`src/rtl/mul_seq_pkg.sv`:
```
// Shared state encoding and control strobe bundle for the sequential shift-add multiplier.
// The FIX encoding is only reachable when MUL_SEQ_SIGNED_MODE_EN is defined.
package mul_seq_pkg;

    typedef logic [1:0] state_t;

    localparam state_t ST_IDLE = 2'd0;
    localparam state_t ST_CALC = 2'd1;
    localparam state_t ST_FIX  = 2'd2;
    localparam state_t ST_DONE = 2'd3;

    // One-hot-ish strobes from the controller to the datapath.
    typedef struct packed {
        logic load;
        logic step;
        logic last;
        logic fix;
    } strobe_t;

endpackage

```
`src/rtl/mul_seq_if.sv`:
```
// Request/response bundle of mul_seq: operands and start in, product and status out.
// signed_mode exists only when MUL_SEQ_SIGNED_MODE_EN is defined.
interface mul_seq_if #(
    parameter int WIDTH = 8
);
    logic                 start;
    logic [WIDTH-1:0]     word1;
    logic [WIDTH-1:0]     word2;
`ifdef MUL_SEQ_SIGNED_MODE_EN
    logic                 signed_mode;
`endif
    logic [2*WIDTH-1:0]   product;
    logic                 ready;
    logic                 busy;
    logic                 done;

    modport master (
        output start, word1, word2,
`ifdef MUL_SEQ_SIGNED_MODE_EN
        output signed_mode,
`endif
        input  product, ready, busy, done
    );

    modport slave (
        input  start, word1, word2,
`ifdef MUL_SEQ_SIGNED_MODE_EN
        input  signed_mode,
`endif
        output product, ready, busy, done
    );
endinterface

```
`src/rtl/mul_seq_ctrl.sv`:
```
// Sequencing FSM and iteration down-counter for mul_seq; emits datapath strobes and status.
// The FIX state and fix_req_i port exist only with MUL_SEQ_SIGNED_MODE_EN.
//
//   state | meaning
//   IDLE  | waiting for start, ready=1
//   CALC  | one add-and-shift per cycle, counter WIDTH..1
//   FIX   | apply sign to magnitude product (signed mode only)
//   DONE  | product just updated, done=1 for one cycle
module mul_seq_ctrl
    import mul_seq_pkg::*;
#(
    parameter int WIDTH = 8
) (
    input  logic    clk,
    input  logic    reset,
    input  logic    start_i,
`ifdef MUL_SEQ_SIGNED_MODE_EN
    input  logic    fix_req_i,
`endif
    output strobe_t strb_o,
    output logic    ready_o,
    output logic    busy_o,
    output logic    done_o
);

    localparam int CNT_W = $clog2(WIDTH + 1);

    state_t             state_q, state_d;
    logic [CNT_W-1:0]   cnt_q, cnt_d;
    logic               last;
    logic               fix_req;

`ifdef MUL_SEQ_SIGNED_MODE_EN
    assign fix_req = fix_req_i;
`else
    assign fix_req = 1'b0;
`endif

    assign last = (state_q == ST_CALC) && (cnt_q == CNT_W'(1));

    always_comb begin
        state_d = state_q;
        cnt_d   = cnt_q;
        case (state_q)
            ST_IDLE: begin
                if (start_i) begin
                    state_d = ST_CALC;
                    cnt_d   = CNT_W'(WIDTH);
                end
            end
            ST_CALC: begin
                cnt_d = cnt_q - CNT_W'(1);
                if (last) begin
                    state_d = fix_req ? ST_FIX : ST_DONE;
                end
            end
            ST_FIX:  state_d = ST_DONE;
            default: state_d = ST_IDLE;
        endcase
    end

    always_ff @(posedge clk) begin
        if (!reset) begin
            state_q <= ST_IDLE;
            cnt_q   <= '0;
        end else begin
            state_q <= state_d;
            cnt_q   <= cnt_d;
        end
    end

    assign strb_o.load = (state_q == ST_IDLE) && start_i;
    assign strb_o.step = (state_q == ST_CALC);
    assign strb_o.last = last;
    assign strb_o.fix  = (state_q == ST_FIX);

    // Status is forced low while reset is held so the caller never sees a stale ready.
    assign ready_o = (state_q == ST_IDLE) && reset;
    assign busy_o  = (state_q != ST_IDLE) && reset;
    assign done_o  = (state_q == ST_DONE);

endmodule

```
`src/rtl/mul_seq.sv`:
```
// Sequential shift-add multiplier: WIDTH iterations, registered product, one-cycle done pulse.
// Define MUL_SEQ_SIGNED_MODE_EN to add two's-complement operands via signed_mode.
module mul_seq
    import mul_seq_pkg::*;
#(
    parameter int WIDTH = 8
) (
    input  logic    clk,
    input  logic    reset,
    mul_seq_if.slave bus
);

    localparam int AW = 2 * WIDTH + 1;

    strobe_t              strb;
    logic [WIDTH-1:0]     mcand_q, mcand_d;
    logic [AW-1:0]        acc_q, acc_d;
    logic [2*WIDTH-1:0]   prod_q, prod_d;
    logic [WIDTH:0]       upper_sum;
    logic [AW-1:0]        acc_add;
    logic [AW-1:0]        acc_shift;
    logic [WIDTH-1:0]     op1, op2;

`ifdef MUL_SEQ_SIGNED_MODE_EN
    logic sgn_q, sgn_d;
    logic neg_q, neg_d;

    // Magnitudes; the most negative value maps to 2^(WIDTH-1) as unsigned.
    assign op1 = (bus.signed_mode && bus.word1[WIDTH-1]) ? -bus.word1 : bus.word1;
    assign op2 = (bus.signed_mode && bus.word2[WIDTH-1]) ? -bus.word2 : bus.word2;
`else
    assign op1 = bus.word1;
    assign op2 = bus.word2;
`endif

    mul_seq_ctrl #(
        .WIDTH (WIDTH)
    ) u_ctrl (
        .clk       (clk),
        .reset     (reset),
        .start_i   (bus.start),
`ifdef MUL_SEQ_SIGNED_MODE_EN
        .fix_req_i (sgn_q),
`endif
        .strb_o    (strb),
        .ready_o   (bus.ready),
        .busy_o    (bus.busy),
        .done_o    (bus.done)
    );

    // Upper half keeps its carry in the extra MSB, which the shift then brings down.
    assign upper_sum = acc_q[AW-1:WIDTH] + {1'b0, mcand_q};
    assign acc_add   = acc_q[0] ? {upper_sum, acc_q[WIDTH-1:0]} : acc_q;
    assign acc_shift = acc_add >> 1;

    always_comb begin
        mcand_d = mcand_q;
        acc_d   = acc_q;
        prod_d  = prod_q;
`ifdef MUL_SEQ_SIGNED_MODE_EN
        sgn_d   = sgn_q;
        neg_d   = neg_q;
`endif
        if (strb.load) begin
            mcand_d = op1;
            acc_d   = {{(WIDTH+1){1'b0}}, op2};
`ifdef MUL_SEQ_SIGNED_MODE_EN
            sgn_d   = bus.signed_mode;
            neg_d   = bus.signed_mode && (bus.word1[WIDTH-1] ^ bus.word2[WIDTH-1]);
`endif
        end else if (strb.step) begin
            acc_d = acc_shift;
        end

`ifdef MUL_SEQ_SIGNED_MODE_EN
        if (strb.last && !sgn_q) begin
            prod_d = acc_shift[2*WIDTH-1:0];
        end
        if (strb.fix) begin
            prod_d = neg_q ? -acc_q[2*WIDTH-1:0] : acc_q[2*WIDTH-1:0];
        end
`else
        if (strb.last) begin
            prod_d = acc_shift[2*WIDTH-1:0];
        end
`endif
    end

    always_ff @(posedge clk) begin
        if (!reset) begin
            mcand_q <= '0;
            acc_q   <= '0;
            prod_q  <= '0;
`ifdef MUL_SEQ_SIGNED_MODE_EN
            sgn_q   <= 1'b0;
            neg_q   <= 1'b0;
`endif
        end else begin
            mcand_q <= mcand_d;
            acc_q   <= acc_d;
            prod_q  <= prod_d;
`ifdef MUL_SEQ_SIGNED_MODE_EN
            sgn_q   <= sgn_d;
            neg_q   <= neg_d;
`endif
        end
    end

    assign bus.product = prod_q;

endmodule

```
`src/flat_wrapper.sv`:
```
// flat-port wrapper written by rule: the top's interface ports become plain ports
module mul_seq_flat import mul_seq_pkg::*;
#(
    parameter int WIDTH = 8
)
  (clk, reset, bus_start, bus_word1, bus_word2, bus_product, bus_ready, bus_busy, bus_done);
  mul_seq_if #(.WIDTH(WIDTH)) bus_i ();
  input  logic clk;
  input  logic reset;
  input wire logic [$bits(bus_i.start)-1:0] bus_start;
  input wire logic [$bits(bus_i.word1)-1:0] bus_word1;
  input wire logic [$bits(bus_i.word2)-1:0] bus_word2;
  output wire logic [$bits(bus_i.product)-1:0] bus_product;
  output wire logic [$bits(bus_i.ready)-1:0] bus_ready;
  output wire logic [$bits(bus_i.busy)-1:0] bus_busy;
  output wire logic [$bits(bus_i.done)-1:0] bus_done;
  assign bus_i.start = bus_start;
  assign bus_i.word1 = bus_word1;
  assign bus_i.word2 = bus_word2;
  assign bus_product = bus_i.product;
  assign bus_ready = bus_i.ready;
  assign bus_busy = bus_i.busy;
  assign bus_done = bus_i.done;
  mul_seq #(.WIDTH(WIDTH)) u_core (.clk(clk), .reset(reset), .bus(bus_i));
endmodule
```
`config.mk`:
```
export PLATFORM = sky130hd
export DESIGN_NAME = mul_seq_flat
export DESIGN_NICKNAME = d
export VERILOG_FILES = /design/src/rtl/mul_seq_pkg.sv /design/src/rtl/mul_seq_if.sv /design/src/rtl/mul_seq_ctrl.sv /design/src/rtl/mul_seq.sv /design/src/flat_wrapper.sv
export SDC_FILE = /design/constraint.sdc
export NUM_CORES = 1
export LEC_CHECK = 0
export BUFFER_PORTS_ARGS = -buffer_cell sky130_fd_sc_hd__buf_2
export CORE_ASPECT_RATIO = 1.2
export CORE_UTILIZATION = 40
export DETAILED_ROUTE_END_ITERATION = 8
export PLACE_DENSITY_LB_ADDON = 0.1
export SETUP_SLACK_MARGIN = 0.15
export SLEW_MARGIN = 0
export SYNTH_ARGS = -nofsm -noshare
export SYNTH_HDL_FRONTEND = slang
export SYNTH_SLANG_ARGS = --single-unit
```
`constraint.sdc`:
```
create_clock -name clk -period 2.25 [get_ports clk]
set_input_delay 0.45 -clock clk [delete_from_list [all_inputs] [get_ports clk]]
set_output_delay 0.45 -clock clk [all_outputs]
set_load 0.05 [all_outputs]
```
After elaboration in Yosys (flattened, before gate mapping)
Cells that the tools add are included.

$add $sub $neg: 2. Mux-type cells: 8. Reduce and logical (&&, ||, !) cells: 11. Bitwise logic cells: 1. Eq/ne operators: 6.

Operator list (number): 17-bit 2-to-1 mux (1); 8-bit 2-to-1 mux (2); 8-bit by 8-bit adder with 9-bit output (1); 4-bit one-hot mux with 2 select lines (1); 2-bit one-hot mux with 3 select lines (1); 2-bit nonzero test (3); 2-bit == test (second input constant) (2); 4-bit by 1-bit == test with 1-bit output (second input constant) (1); 1-bit logical AND (4); 2-bit 2-to-1 mux (2); 4-bit 2-to-1 mux (1); 2-bit != test (second input constant) (2); 2-bit AND reduction (2); 4-bit by 1-bit subtractor with 4-bit output (second input constant) (1); 2-bit by 1-bit == test with 1-bit output (second input constant) (1); 2-bit zero test (1); 2-bit OR reduction (1); 1-bit inverter (1).

Register bits after elaboration: 46. Output and inout port bits: 19. Input bits: 19. Logic and storage cells: 34.

Depth between registers and ports, before layout
Gate-level depths: netlist of the first run.

Depth in word-level cells: 4. Depth in mapped cells: 8. Gate-level depth less buffers: 7.

By module
From an unflattened synthesis of the first run, not the netlist that was laid out.

Cell total of the unflattened synthesis: 260. Area total of the unflattened synthesis: 2411.1 um^2.

Modules (own cells, without submodules): mul_seq (times used 1, sequential area each 800.8 um^2, area each 1966.9 um^2, cells each 209); mul_seq_ctrl (times used 1, sequential area each 120.1 um^2, area each 444.2 um^2, cells each 51).

Least setup slack after synthesis of the first run
Ideal clock, no wire load.

Path type: input to output. From: in reset. To: out bus_busy. Buffers on the path: 1. Stages: 3. Data required time: 1800 ps. Arrival: 1479 ps. Path slack: 321 ps. Cells stage by stage: clkinv_1 clkbuf_1 nor2_1.

Word-level cells in the longest chain between the ends: 1.

RTL lines: from (decl) (RTL line flat_wrapper.sv:9) `input logic reset;`; 1-bit logical AND (RTL line mul_seq_ctrl.sv:79) `assign busy_o = (state_q != ST_IDLE) && reset;`; to (decl) (RTL line flat_wrapper.sv:15) `output wire logic [$bits(bus_i.busy)-1:0] bus_busy;`.

Every way passes these cells.

Final worst setup path of the first run
From: reg u_core.u_ctrl.state_q[0]. To: out bus_busy.

Word-level cells in the longest chain between the ends: 2.

RTL lines: from (decl) (RTL line mul_seq_ctrl.sv:28) `state_t state_q, state_d;`; from (signal assigned) (RTL line mul_seq_ctrl.sv:67) `state_q <= state_d;`; 2-bit nonzero test (RTL line mul_seq_ctrl.sv:79); 1-bit logical AND (RTL line mul_seq_ctrl.sv:79).

Every way passes these cells.

==> reports/qor.csv, run 1 <==
metric,value,unit
status,finished clean,
worst_pin_slew,472,ps
ys_async_sr_fraction,0,
final_area,2640,um2
overflow,0,
finClkSkew,15.7,ps
required,1800,ps
vdd_ir_drop_max,0.000327,V
numCtsBuffers,5,
critPathKind,reg -> out,
fin_tns_setup,0,ps
clock_latency,310,ps
stdcell_count,377,
dpl_worst_slack,365,ps
muxShareOfSynthArea,0.0475,
routed.top_layer,met4,
grt_max_degree,35,
netlist_instances,277,
nets,346,
ios,38,
clock_tree.buffer_depth,2,
powerDensity,1040,nW/um2
grt_pass1_wl,8.67,mm
ctsHoldBuffers,0,
synth_fp_nets,311,
placed_cell_area,2550,um2
dr_wl_met2,2.52,mm
area_growth,13.9,%
crit_path_start_kind,flop,
antenna_cells,0,
synth-compound-area-share,0.237,
endpoint_kind,output pin,
max_clock_freq,0.527,GHz
rr_startpoint,u_core.acc_q[8],
postRouteAntennaNets,0,
synth_cell_types,42,
relSlewSlack,0.682,
rsz0062_at_grt,no,
crit_fanout,7,
arrival,1450,ps
coreArea,5630,um2
synth_area_per_cell,8.37,um2
place_hpwl,3.70,mm
port_buffers,37,
finalHoldViolCount,0,
grt_antenna_before_repair,0,
dr.pass1.iters,4,
regToRegSetupSlack,370,ps
synth_warnings,0,
gr-usage-all-layers,0.183,
grt_pass1_vias,1801,
num_vias,2004,
synth_top_family_by_area,compound AO/OA/AOI/OAI gates,
pwr-share-seq,0.407,
crit_path_start,u_core.u_ctrl.state_q[0],
htree_levels,2,
rows,30,
wl_met3,179,um
wl,5.21,mm
clk_pin_slew,100,ps
power_switching_share,0.412,
yosys.area_share.xor_xnor,0.00378,
drive_gt1_frac,0.179,
drt_iter0_markers,84,
syn_area,2320,um2
synthFlopType,dfxtp_1,
synthAdderAreaFrac,0.0842,
drcViolationCount,0,
dieArea,6110,um2
max_cap_violations,0,
leakage,1.10,nW
clock-root-buffer,clkbuf_8,
vias_per_cell,5.32,
place_congestion,0.808,
worst_slack,353,ps
ctsResizeCount,0,
reg2reg_depth,7,
synth-simple-area-share,0.180,
hp-class,in -> reg,
die_y,85.4,um
timing.rr.end,u_core.bus.product[13],
cts_tree,yes,
min_period,1900,ps
ys_ff_latch,46,
initial_core_util,0.412,
pwr-share-comb,0.405,
drt-wirelength-per-cell,13.8,um
synth-edff-count,0,
p_int,1.62,mW
drv_slew,0,
setup_viol,0,
postCtsSetupRepairBufs,0,
wl_met1,2.45,mm
finalCritPeriodShare,0.843,
clock_sinks,46,
dp_cells,369,
die_w,71.5,um
p_sw,1.14,mW
clockPowerShare,0.188,
synth-seq-area-share,0.397,
cp-endpoint,bus_busy,
-- synthesized netlist by cell type, types with 2 or more instances --
master    instances  area [um2]
inv_1             9        33.8
o21ai_0          11        55.1
nor2_1           28         105
nor3_1            3        15.0
ha_1             14         175
dfxtp_1          46         921
a31oi_1           7        43.8
mux2i_1          11         110
nand3_1           5        25.0
buf_2             6        30.0
o211ai_1          9        67.6
nor2b_1           3        18.8
a21oi_1          28         140
nand2_1          43         161
a22oi_1           2        15.0
a221oi_1          2        17.5
clkbuf_1          7        26.3
nand2b_1          4        25.0
and2_1            2        12.5
a21o_1            2        15.0
a211oi_1         14         105
-- worst min path at each step --
stage                           from                    end  slack [ps]  cells past startpoint
2_1_floorplan      u_core.mcand_q[0]      u_core.mcand_q[0]         440                      2
5_1_grt                 bus_word1[5]      u_core.mcand_q[5]         350                      3
6_report                bus_word1[5]      u_core.mcand_q[5]         360                      3
4_1_cts                 bus_word1[5]      u_core.mcand_q[5]         360                      3
3_5_place_dp   u_core.bus.product[4]  u_core.bus.product[4]         440                      2
3_3_place_gp   u_core.bus.product[6]  u_core.bus.product[6]         440                      2
-- worst max-delay path, stage by stage (launching register included) --
cell     delay [ps]
dfxtp_1         430
inv_1            60
ha_1            270
nor2_1          120
buf_2           260
-- routing by layer --
metal	track usage	up-vias
met5	0	-
met1	0.229	915
li1	-	1046
met3	0.0428	6
met2	0.312	37
met4	0.0588	0
-- power by group through the flow --
stage	clock network (mW)	registers [mW]	logic [mW]
after floorplan	0	1.14	0.863
after global placement	0	1.14	1.12
after detailed placement	0	1.14	1.12
after CTS	0.528	1.12	1.13
after global routing	0.566	1.14	1.26
final	0.517	1.12	1.12
-- cell type report --
class                      count  area (um2)
fill                         610        2990
multi-input combinational    205        1280
sequential                    46         921
timing repair buffer          43         230
tap                           64        80.1
clock buffer                   6        72.6
inverter                      11        41.3
clock inverter                 2        13.8
-- through the flow --
stage	utilization	total power [mW]	hold slack [ps]
floorplan	-	2.00	440
global placement	0.454	2.26	440
detailed placement	0.454	2.26	443
CTS	0.469	2.78	362
global route	0.469	2.97	354
finish	0.469	2.75	360
-- cell families after synthesis --
| group | Yosys count |
|---|---|
| DFF | 46 |
| adders and majority gates | 15 |
| muxes | 11 |
| and+or+nand+nor | 94 |
| xor gates and xnor gates | 1 |
| buffers and inverters | 26 |
| AOI/OAI and AO/OA | 84 |
-- flip-flops by register name, summed over array words and instances, names as in the netlist --
| signal | cells |
|---|---|
| u_core.u_ctrl.cnt_q | 4 |
| u_core.u_ctrl.state_q | 2 |
| u_core.mcand_q | 8 |
| u_core.bus.product | 16 |
| u_core.acc_q | 16 |
-- placed cells by master (no fill, tap or decap), drive strengths merged, types with 2 or more instances in the layout --
cell and count:
clkinv 3, and2 2, a21o 2, a221oi 2, clkbuf 6, a211oi 15, buf 43, mux2i 11
inv 10, a31oi 7, ha 14, nor3 3, nor2b 3, nand2b 4, nand3 5, a22oi 2
o211ai 9, dfxtp 46, nand2 43, o21ai 11, a21oi 29, nor2 28
Note: power is estimated with default switching activity, not from simulation.
==> run 2, diff against run 1 <==
Clock period 2.25 ns to 1.62 ns, I/O delays scaled along.
==> reports/qor.csv, run 2 (synthesis gave the netlist of run 1 again) <==
metric,value,unit
max_cap_violations,0,
die_w,71.5,um
final_area,3160,um2
layout_commonest_cell,nand2_1,
endpoint_kind,flop,
place_hpwl,4.04,mm
crit_path_start_kind,flop,
max_clock_freq,0.591,GHz
slowest_delay,370,ps
numCtsBuffers,5,
drt_iter0_markers,77,
initial_core_util,0.412,
gr-usage-all-layers,0.194,
vdd_ir_drop_max,0.000684,V
nFillCells,527,
worst_pin_slew,364,ps
antenna_cells,0,
arrival,1870,ps
grt_pass1_wl,9.23,mm
vias_per_cell,5.38,
relSlewSlack,0.756,
rows,30,
hp-class,in -> reg,
violations,negative setup slack,
rsz0062_at_grt,yes,
ios,38,
clock_latency,300,ps
crit_fanout,2,
cpMaxStageDelayCell,fa_2,
required,1800,ps
dr.pass1.iters,4,
drive_gt1_frac,0.370,
placed_cell_area,2730,um2
finalHoldViolCount,0,
finalCritPeriodShare,1.04,
place_congestion,0.806,
htree_levels,2,
port_buffers,37,
dieArea,6110,um2
critPathKind,reg -> reg,
drcViolationCount,0,
cts_tree,yes,
status,finished with violations,
die_y,85.4,um
leakage,1.27,nW
clock_tree.buffer_depth,2,
drv_slew,0,
clk_pin_slew,90,ps
worst_slack,-72.2,ps
overflow,0,
hold_slack,243,ps
postRouteAntennaNets,0,
clock-root-buffer,clkbuf_8,
powerDensity,1490,nW/um2
path_cells,ha_4 > inv_2 > fa_2 > nor2b_4 > o31a_1 > mux2i_1 > a31oi_1,
grt_pass1_vias,1968,
num_vias,2164,
finClkSkew,11.0,ps
grt_max_degree,28,
min_period,1690,ps
finalPower,4.71,mW
nets,371,
clock_sinks,46,
setup_viol,3,
wl,5.88,mm
drt-wirelength-per-cell,14.6,um
final_cell_mix,"42 x nand2_1, 35 x buf_2, 34 x dfxtp_1, 26 x nor2_1, 26 x a21oi_1",
coreArea,5630,um2
grt_antenna_before_repair,0,
area_growth,36.3,%
-- run 2: cell count changes in the layout (fill, tap and decap cells not counted), sizes merged --
cell	previous run	this run
buf	43	68
clkinv	3	1
clkinvlp	0	1
bufinv	0	1
-- run 2: repair_timing --
| action | CTS | global route |
|---|---|---|
| setup endpoints to repair | 26 | 30 |
| hold buffers | 0 | 0 |
| setup buffers | 8 | 1 |
| gates resized for setup | 34 | 25 |
| pin swaps | 21 | 9 |
-- run 2: routing by layer --
metal,global-route usage,routed length (um)
met3,0.0392,122
met4,0.0481,59
met1,0.234,2600
met5,0,0
met2,0.350,3100
-- run 2: worst max-delay path: cells and delay by family, from the launching register on --
| kind | cells | cell delay [ps] |
|---|---|---|
| adders and majority gates | 2 | 510 |
| DFF | 1 | 360 |
| AOI/OAI and AO/OA | 2 | 290 |
| muxes | 1 | 240 |
| and+or+nand+nor | 1 | 140 |
| buffers and inverters | 1 | 30 |
-- run 2: area by class of cell --
type	count	area [um2]	area share
Multi-Input combinational cell	205	1500	0.473
Sequential cell	46	938	0.297
Timing Repair Buffer	68	494	0.156
Tap cell	64	80.1	0.0253
Clock buffer	6	72.6	0.0230
Inverter	11	41.3	0.0131
Clock inverter	2	37.5	0.0119
-- run 2: path summary, 6_finish.rpt --
| path | depth (start not counted) | end | startpoint | slack (ps) |
|---|---|---|---|---|
| setup reg to reg | 7 | u_core.acc_q[13] | u_core.acc_q[8] | -70 |
| hold / removal | 3 | u_core.acc_q[7] | bus_word2[7] | 240 |
| hold reg to reg | 2 | u_core.bus.product[1] | u_core.bus.product[1] | 450 |
| setup / recovery | 7 | u_core.acc_q[13] | u_core.acc_q[8] | -70 |
-- run 2: power by group --
group / leakage, nW / total, mW / switching (mW) / internal, mW
logic: 0.836 / 2.22 / 1.17 / 1.06
clock network: 0.0514 / 0.863 / 0.402 / 0.461
registers: 0.380 / 1.62 / 0.252 / 1.37
-- run 2: per-stage QoR --
step	setup WS, ps	cells	util	TNS (ps)
final	-72.2	402	0.561	-145
after global routing	-122	402	0.561	-662
after CTS	-63.1	401	0.542	-114
after detailed placement	-95.9	385	0.486	-297
after global placement	-56.0	385	0.486	-128
after floorplan	22.7	277	-	0
==> run 3, diff against run 2 <==
Settings changed: BUFFER_PORTS_ARGS -buffer_cell sky130_fd_sc_hd__buf_2 to unset, DONT_BUFFER_PORTS set to 1.
==> reports/qor.csv, run 3 (synthesis gave the netlist of run 1 again) <==
metric,value,unit
rows,30,
setup_viol,4,
dieArea,6110,um2
endpoint_kind,flop,
critPathKind,reg -> reg,
place_hpwl,3.98,mm
cpMaxStageDelayCell,dfxtp_2,
numCtsBuffers,5,
cp-endpoint,u_core.acc_q[13],
gr-usage-all-layers,0.203,
clock_latency,300,ps
drcViolationCount,0,
min_period,1680,ps
ios,38,
postRouteAntennaNets,0,
final_cell_mix,"42 x nand2_1, 37 x dfxtp_1, 30 x buf_4, 27 x a21oi_1, 26 x nor2_1",
dpl_worst_slack,-95.9,ps
die_w,71.5,um
relSlewSlack,0.641,
drive_gt1_frac,0.280,
status,finished with violations,
die_y,85.4,um
drt-wirelength-per-cell,15.6,um
clk_pin_slew,90,ps
regToRegSetupSlack,-60,ps
grt_antenna_before_repair,0,
place_congestion,0.823,
layout_commonest_cell,nand2_1,
worst_pin_slew,537,ps
timing.rr.end,u_core.acc_q[13],
initial_core_util,0.412,
slowest_delay,360,ps
vdd_ir_drop_max,0.000589,V
stdcell_count,371,
hp-class,in -> reg,
finalCritPeriodShare,1.03,
grt_max_degree,30,
worst_slack,-56.6,ps
crit_family,adder cells,
cp_num_buf_inv,1,
rr_startpoint,u_core.acc_q[8],
dp_cells,355,
path_cells,ha_4 > inv_2 > fa_2 > nor2b_2 > o31a_1 > mux2i_1 > a31oi_1,
dr.pass1.iters,4,
wl,5.80,mm
reg2reg_depth,7,
num_vias,2021,
grt_pass1_wl,9.62,mm
max_clock_freq,0.596,GHz
vias_per_cell,5.45,
drv_slew,0,
area_growth,28.4,%
required,1800,ps
cts_tree,yes,
powerDensity,1560,nW/um2
drt_iter0_markers,121,
final_util,0.529,
clock-root-buffer,clkbuf_8,
coreArea,5630,um2
max_cap_violations,0,
clock_tree.buffer_depth,2,
final_area,2980,um2
clock_sinks,46,
path_depth,7,
overflow,0,
htree_levels,2,
fin_tns_setup,-137,ps
port_buffers,0,
antenna_cells,0,
leakage,1.12,nW
arrival,1860,ps
crit_path_start_kind,flop,
violations,negative setup slack,
nets,340,
placed_cell_area,2600,um2
grt_pass1_vias,1983,
finClkSkew,6.20,ps
crit_path_start,u_core.acc_q[8],
crit_fanout,2,
finalHoldViolCount,0,
rsz0062_at_grt,yes,
==> run 3: cell count changes in the layout (fill, tap and decap cells not counted), sizes merged <==
cell  change
buf      -31
==> run 3: final cells by class <==
cell class / count / area, um2
Fill cell: 543 / 2650
Inverter: 11 / 43.8
Multi-Input combinational cell: 205 / 1470
Clock buffer: 6 / 72.6
Tap cell: 64 / 80.1
Timing Repair Buffer: 37 / 334
Clock inverter: 2 / 37.5
Sequential cell: 46 / 935
==> run 3: metrics by stage <==
stage | total power [mW] | hold slack (ps)
2_1_floorplan | 2.80 | 440
3_3_place_gp | 3.36 | 453
3_5_place_dp | 3.36 | 453
4_1_cts | 4.52 | 135
5_1_grt | 4.99 | 130
6_report | 4.64 | 140
==> run 3: timing repair <==
action	CTS	global route
gates cloned	0	0
endpoints found under the hold margin	0	0
pin swaps	19	9
setup endpoints to repair	26	35
gates resized for setup	30	16
setup buffers	6	2
hold buffers	0	0
==> run 3: per-layer routing <==
| metal | global-route usage | vias to the layer above | part of all wire | wire length [um] |
|---|---|---|---|---|
| met5 | 0 | - | 0 | 0 |
| li1 | - | 1040 | - | - |
| met2 | 0.354 | 20 | 0.53 | 3060 |
| met3 | 0.0380 | 4 | 0.020 | 117 |
| met4 | 0.0535 | 0 | 0.0097 | 56 |
| met1 | 0.255 | 957 | 0.44 | 2570 |
==> run 3: power by group <==
part / switching [mW] / internal [mW] / total [mW]
logic: 1.08 / 1.02 / 2.10
clock network: 0.403 / 0.461 / 0.864
registers: 0.305 / 1.37 / 1.67
total: 1.79 / 2.85 / 4.64
==> run 3: worst min path at each step <==
| stage | start | endpoint | slack (ps) | depth (start not counted) |
|---|---|---|---|---|
| after global routing | bus_word1[2] | u_core.mcand_q[2] | 130 | 2 |
| after global placement | u_core.mcand_q[2] | u_core.mcand_q[2] | 450 | 2 |
| after detailed placement | u_core.mcand_q[2] | u_core.mcand_q[2] | 450 | 2 |
| final | bus_word1[0] | u_core.mcand_q[0] | 140 | 2 |
| after CTS | bus_word1[0] | u_core.mcand_q[0] | 140 | 2 |
| after floorplan | u_core.mcand_q[3] | u_core.mcand_q[3] | 440 | 2 |
